### config.mk
export PLATFORM = sky130hd
export DESIGN_NAME = bcd_serial_comparator
export DESIGN_NICKNAME = d
export VERILOG_FILES = /design/src/rtl/bcd_serial_comparator.sv
export SDC_FILE = /design/constraint.sdc
export NUM_CORES = 1
export LEC_CHECK = 0
export CAP_MARGIN = 20
export CELL_PAD_IN_SITES_DETAIL_PLACEMENT = 0
export CELL_PAD_IN_SITES_GLOBAL_PLACEMENT = 2
export CORE_ASPECT_RATIO = 1.4
export CORE_UTILIZATION = 30
export CTS_BUF_LIST = sky130_fd_sc_hd__clkbuf_8
export DETAILED_ROUTE_END_ITERATION = 8
export PLACE_DENSITY = 0.83
export RECOVER_POWER = 100
export REMOVE_ABC_BUFFERS = 1
export SLEW_MARGIN = 20
export SYNTH_ARGS = -nofsm -noshare
export SYNTH_HDL_FRONTEND = slang
export SYNTH_SLANG_ARGS = --single-unit
### constraint.sdc
create_clock -name clk -period 5.8 [get_ports clk]
set_input_delay 0.58 -clock clk [delete_from_list [all_inputs] [get_ports clk]]
set_output_delay 0.58 -clock clk [all_outputs]
set_load 0.03 [all_outputs]
### src/rtl/bcd_serial_comparator.sv
// bcd_serial_comparator
//   Sequential BCD magnitude comparator for DIGITS-digit operands. One digit
//   pair is examined per clock, starting at the most significant digit. An
//   accepted request latches a, b and mode. The scan ends with a one-cycle done
//   pulse and held GT/EQ/LT/invalid flags plus a mode-selected result bit.
//   With EARLY_EXIT=1 the scan stops at the first unequal digit pair. With
//   EARLY_EXIT=0 it always runs DIGITS cycles. A non-BCD digit always ends the
//   scan immediately.
// Ports
//   clk, rst_n        clock, async active-low reset
//   start             request, accepted in IDLE or DONE
//   a, b [4*DIGITS]   BCD operands, MSD in the top nibble
//   mode [2]          00 A>=B, 01 A>B, 10 A==B, 11 A<B
//   busy              scanning
//   done              one-cycle pulse, result and flags valid
//   result            mode-selected comparison (0 when invalid)
//   a_gt_b/a_eq_b/a_lt_b/invalid   held flags, cleared on accept

// Compares one digit pair and flags any nibble that is not a BCD digit.
module bcd_digit_cmp (
  input  logic [3:0] a_i,
  input  logic [3:0] b_i,
  output logic       gt_o,
  output logic       lt_o,
  output logic       bad_o
);
  assign gt_o  = a_i > b_i;
  assign lt_o  = a_i < b_i;
  assign bad_o = (a_i > 4'd9) || (b_i > 4'd9);
endmodule

module bcd_serial_comparator #(
  parameter int DIGITS     = 4,
  parameter int EARLY_EXIT = 1
) (
  input  logic                  clk,
  input  logic                  rst_n,
  input  logic                  start,
  input  logic [4*DIGITS-1:0]   a,
  input  logic [4*DIGITS-1:0]   b,
  input  logic [1:0]            mode,
  output logic                  busy,
  output logic                  done,
  output logic                  result,
  output logic                  a_gt_b,
  output logic                  a_eq_b,
  output logic                  a_lt_b,
  output logic                  invalid
);
  localparam int W  = 4*DIGITS;
  localparam int IW = (DIGITS > 1) ? $clog2(DIGITS) : 1;

  typedef enum logic [1:0] {S_IDLE, S_SCAN, S_DONE} state_e;

  state_e        state_q, state_d;
  logic [W-1:0]  a_q, a_d, b_q, b_d;
  logic [1:0]    mode_q, mode_d;
  logic [IW-1:0] idx_q, idx_d;
  // First difference seen so far. This is only used when the scan always runs
  // to the last digit.
  logic          dgt_q, dgt_d, dlt_q, dlt_d;
  logic          gt_q, gt_d, eq_q, eq_d, lt_q, lt_d, inv_q, inv_d, res_q, res_d;

  logic [DIGITS-1:0] dg_gt, dg_lt, dg_bad;
  logic cur_gt, cur_lt, cur_bad, last, decide, accept;
  logic fin_gt, fin_lt;

  // Compare all digit pairs in parallel, then select the one at the scan index.
  for (genvar g = 0; g < DIGITS; g++) begin : g_dig
    bcd_digit_cmp u_cmp (
      .a_i  (a_q[4*g +: 4]),
      .b_i  (b_q[4*g +: 4]),
      .gt_o (dg_gt[g]),
      .lt_o (dg_lt[g]),
      .bad_o(dg_bad[g])
    );
  end

  assign cur_gt  = dg_gt[idx_q];
  assign cur_lt  = dg_lt[idx_q];
  assign cur_bad = dg_bad[idx_q];
  assign last    = (idx_q == '0);
  assign accept  = start && (state_q != S_SCAN);
  assign decide  = (state_q == S_SCAN) &&
                   (cur_bad || last || ((EARLY_EXIT != 0) && (cur_gt || cur_lt)));

  // The final ordering comes from the first difference seen. When early exit is
  // enabled, that difference is always the current digit pair.
  always_comb begin
    if (EARLY_EXIT != 0) begin
      fin_gt = cur_gt;
      fin_lt = cur_lt;
    end else begin
      fin_gt = dgt_q || (!dlt_q && cur_gt);
      fin_lt = dlt_q || (!dgt_q && cur_lt);
    end
  end

  // FSM state register
  always_ff @(posedge clk or negedge rst_n) begin
    if (!rst_n) state_q <= S_IDLE;
    else        state_q <= state_d;
  end

  // FSM next state
  always_comb begin
    state_d = state_q;
    case (state_q)
      S_IDLE:  if (start) state_d = S_SCAN;
      S_SCAN:  if (decide) state_d = S_DONE;
      S_DONE:  state_d = start ? S_SCAN : S_IDLE;
      default: state_d = S_IDLE;
    endcase
  end

  // FSM outputs
  always_comb begin
    busy = (state_q == S_SCAN);
    done = (state_q == S_DONE);
  end

  // Datapath next state
  always_comb begin
    a_d = a_q; b_d = b_q; mode_d = mode_q; idx_d = idx_q;
    dgt_d = dgt_q; dlt_d = dlt_q;
    gt_d = gt_q; eq_d = eq_q; lt_d = lt_q; inv_d = inv_q; res_d = res_q;
    if (accept) begin
      a_d = a; b_d = b; mode_d = mode;
      idx_d = IW'(DIGITS-1);
      dgt_d = 1'b0; dlt_d = 1'b0;
      gt_d = 1'b0; eq_d = 1'b0; lt_d = 1'b0; inv_d = 1'b0; res_d = 1'b0;
    end else if (state_q == S_SCAN) begin
      if (decide) begin
        if (cur_bad) begin
          inv_d = 1'b1;
        end else begin
          gt_d = fin_gt;
          lt_d = fin_lt;
          eq_d = !fin_gt && !fin_lt;
          case (mode_q)
            2'b00:   res_d = fin_gt || !fin_lt;
            2'b01:   res_d = fin_gt;
            2'b10:   res_d = !fin_gt && !fin_lt;
            default: res_d = fin_lt;
          endcase
        end
      end else begin
        idx_d = idx_q - IW'(1);
        if (!dgt_q && !dlt_q) begin
          dgt_d = cur_gt;
          dlt_d = cur_lt;
        end
      end
    end
  end

  always_ff @(posedge clk or negedge rst_n) begin
    if (!rst_n) begin
      a_q <= '0; b_q <= '0; mode_q <= '0; idx_q <= '0;
      dgt_q <= 1'b0; dlt_q <= 1'b0;
      gt_q <= 1'b0; eq_q <= 1'b0; lt_q <= 1'b0; inv_q <= 1'b0; res_q <= 1'b0;
    end else begin
      a_q <= a_d; b_q <= b_d; mode_q <= mode_d; idx_q <= idx_d;
      dgt_q <= dgt_d; dlt_q <= dlt_d;
      gt_q <= gt_d; eq_q <= eq_d; lt_q <= lt_d; inv_q <= inv_d; res_q <= res_d;
    end
  end

  assign result  = res_q;
  assign a_gt_b  = gt_q;
  assign a_eq_b  = eq_q;
  assign a_lt_b  = lt_q;
  assign invalid = inv_q;
endmodule

==> out/summary.txt <==
GLOBAL ROUTING
-------------------------------------------------------------------------------------------------
Via count of the first global-routing pass                                                   1690
Wire length of the first global-routing pass                                              7650 µm
All-layer global routing usage                                                              12.7%
Total congestion overflow                                                                       0
Maximum number of pins on one net before global-route repair                                   44
Antenna violations before repair                                                                0

CLOCK NETWORK
-------------------------------------------------------------------------------------------------
Number of buffers created by CTS                                                                5
Post-CTS Repair Setup Buffers                                                                   0
Register clock-pin slew on the reported worst setup and hold paths                        0.07 ns
Worst-case clock buffer depth                                                                   2
Clock latency of the later-clocked register in the worst-skew pair                        0.29 ns
CTS sink cnt                                                                                   43
Clock tree from TritonCTS                                                                   built
H-tree depth                                                                                    2
Cts repair resizes                                                                              0
Clock root cell                                                                          clkbuf_8
CTS Hold Buffers Added                                                                          0

SETUP PATH
-------------------------------------------------------------------------------------------------
Data arrival time of the worst path                                                       3.20 ns
Maximum fanout along the worst path                                                            39
Data required time at the worst endpoint                                                  6.02 ns
Capturing element type of the critical path                                             flip-flop
Buffers & Inverters on Critical Path                                                            2
Cell mode on critical path                                                                nand2_1
Worst setup path category                                                            input pin to flip-flop
Ordered list of cells on the worst path                                              dlygate4sd3_1, nand2_1, clkbuf_1, and2_0, o21ai_0, nand2_1
Slowest Stage Delay on Critical Path                                                      1.45 ns
Largest delay share family, worst path                                               buffers and inverters
Critical-path cell with the highest stage delay                                          clkbuf_1
CP startpoint kind                                                                      input pin

DIE
-------------------------------------------------------------------------------------------------
Area of the core region                                                                  7360 µm²
Die Y-Extent                                                                               105 µm
Initial standard-cell utilization of the core                                               30.9%
Placement row count                                                                            37
Floorplan die area                                                                       7950 µm²
Number of placed I/O pins                                                                      44
Width of the die                                                                          75.6 µm

YOSYS
-------------------------------------------------------------------------------------------------
Number of distinct library cell variants in the gate-level netlist after synthesis             37
Portion of synthesized cell area occupied by the leading cell type                          47.3%
Synth Register Bits                                                                            43
Number of warnings reported in the yosys synthesis log                                          0
Cells after Synth                                                                             196
Syn avg cell area                                                                        11.6 µm²
Biggest area consumer among synthesized cells                                             dfrtp_1
Sequential cell area fraction in the yosys report                                           47.3%
Count of flip-flops with a built-in enable after synthesis                                      0
Synth top area cells                                                                 dfrtp_1 47%, mux2_2 17%, ha_1 9.3%, inv_1 3.5%, o21ai_0 2.6%
Dominant synthesized flop cell                                                            dfrtp_1
Summed instance area of the synthesized netlist                                          2280 µm²
Share of flip-flops with an asynchronous set or reset after synthesis                        100%

TIMING
-------------------------------------------------------------------------------------------------
Post-route clock period utilization                                                         51.3%
Unrepaired setup endpoints after global routing                                             false
Final Max Tran Viols                                                                           84
Fin Clk Skew                                                                           0.00897 ns
Summed negative setup slack over all endpoints                                               0 ns
Shortest clock period the worst path allows after layout                                  2.97 ns
Measured slew at the worst slew-check pin                                                 2.26 ns
Max_slew headroom                                                                          -50.4%
Max Fclk                                                                                0.336 GHz
# setup viols final                                                                             0
Number of hold violations in the final report                                                   0

POWER AND IR DROP
-------------------------------------------------------------------------------------------------
Total power per unit cell area                                                         281 nW/µm²
Static Leakage                                                                         0.00129 µW
Net switching component of the power                                                       239 µW
Clock power frac                                                                            23.4%
Relative contribution of sequential cells to total power                                    47.0%
Power Internal                                                                             562 µW
Maximum vdd ir drop                                                                    0.000106 V
Share of total power in combinational logic                                                 29.7%
Switching power as a share of total power                                                   29.8%

ROUTE
-------------------------------------------------------------------------------------------------
Antenna viol nets, final                                                                        0
Total number of vias                                                                         1593
Average detailed-routed wire length per instance                                          13.0 µm
Number of remaining DRC errors                                                                  0
Total Routed Length                                                                       4380 µm
Starting DRT DRC Count                                                                         48
Number of detailed-route iterations in the first pass                                           4
Detailed-route vias per instance                                                             4.71

PLACEMENT
-------------------------------------------------------------------------------------------------
Final GP Congestion                                                                         0.769
Number of buffer cells added on primary ports                                                  43
Detailed-placement wirelength estimate                                                    3340 µm

LAYOUT
-------------------------------------------------------------------------------------------------
Fraction of final layout cells sized beyond drive strength 1                                19.5%
Net count of the finished layout                                                              295
Commonest cells after routing, fill and taps aside                                   43 x dfrtp_1, 34 x mux2_2, 34 x clkdlybuf4s50_1
Area growth from synthesis to layout                                                        25.3%
Final design utilization                                                                    38.8%
ANT cells                                                                                       0
Most common library cell in the layout ignoring fill and taps                             dfrtp_1

STATUS
-------------------------------------------------------------------------------------------------
Result of the run                                                                    finished with violations
Violations in the final reports                                                      capacitance limit, slew limit

WORST HOLD PATH
-------------------------------------------------------------------------------------------------
Min-delay worst type                                                                 flip-flop to flip-flop

FLOW RUN
-------------------------------------------------------------------------------------------------
Number of max-capacitance violations reported                                                   2

## cell type report
class / instances / area (µm²)
Fill cell: 738 / 4510
Inverter: 21 / 78.8
Sequential cell: 43 / 1080
Clock inverter: 1 / 5.00
Timing Repair Buffer: 44 / 428
Tap cell: 97 / 121
Clock buffer: 6 / 82.6
Multi-Input combinational cell: 126 / 1060
## flip-flops by register name, summed over array words and instances, names as in the netlist
signal and flops:
state_q 2, idx_q 2, mode_q 2, a_eq_b 1
a_q 16, a_lt_b 1, b_q 16, result 1
a_gt_b 1, invalid 1
## stage by stage
stage	cells	hold slack (ns)	setup WS (ns)	power, µW	cell area [µm²]
CTS	338	0.471	3.46	822	2870
finish	338	0.481	2.83	801	2850
global placement	331	0.474	3.53	624	2790
global route	338	0.528	2.55	866	2850
floorplan	190	0.284	3.67	539	2230
detailed placement	331	0.475	3.49	628	2790
## cells by family (layout without fill, tap and decap cells)
group           after synthesis  after routing  synth area share (%)
buf+inv                      27             72                  5.44
mux                          35             35                  17.5
compound gates               39             39                  11.8
xor+xnor                      1              1                 0.385
simple gates                 34             34                  8.35
fa+ha+maj                    17             17                  9.34
flops                        43             43                  47.3
## per-layer routing
metal  part of all wire, %  track usage (%)  vias up  wire, µm
li1                      -                -      787         -
met1                    42             15.1      770      1840
met2                    53             21.3       30      2320
met3                   3.6             3.66        6       158
met4                   1.3             4.10        0        58
met5                     0                0        -         0
## cell usage after synthesis, types with 2 or more instances
library cell	instances
a2111oi_1	2
a211oi_1	2
a21oi_1	7
a32oi_1	2
buf_4	2
buf_6	2
clkbuf_1	2
dfrtp_1	43
ha_1	17
inv_1	21
mux2_2	34
nand2_1	10
nand2b_1	2
nand3_1	6
nand4_1	4
nor2_1	3
nor2b_1	3
o211ai_1	3
o211ai_2	2
o21ai_0	12
## worst paths after layout
path	from	endpoint	slack, ns	cells after the start
worst max-delay path	start	a_lt_b	2.83	6
worst min-delay path	invalid	invalid	0.48	2
worst max register to register	b_q[1]	idx_q[1]	2.99	9
worst min register to register	invalid	invalid	0.48	2
max in group asynchronous	rst_n	result	3.55	1
min in group asynchronous	rst_n	b_q[10]	0.96	1
## power groups by stage
stage / sequential, µW / clock, µW / combinational [µW]
global route: 383 / 215 / 267
detailed placement: 384 / 0 / 245
floorplan: 386 / 0 / 153
CTS: 377 / 199 / 246
finish: 376 / 187 / 238
global placement: 382 / 0 / 242
## worst register-to-register path: stages, from the launching register on
cell and delay, ns:
dfrtp_1 0.37, inv_1 0.05, ha_1 0.28, nor2b_1 0.17
o211ai_2 0.11, a2111oi_0 0.53, nor4_2 0.13, nor3_1 0.66
mux2_4 0.28, nand2_2 0.04
(Power assumes the default switching activity.)
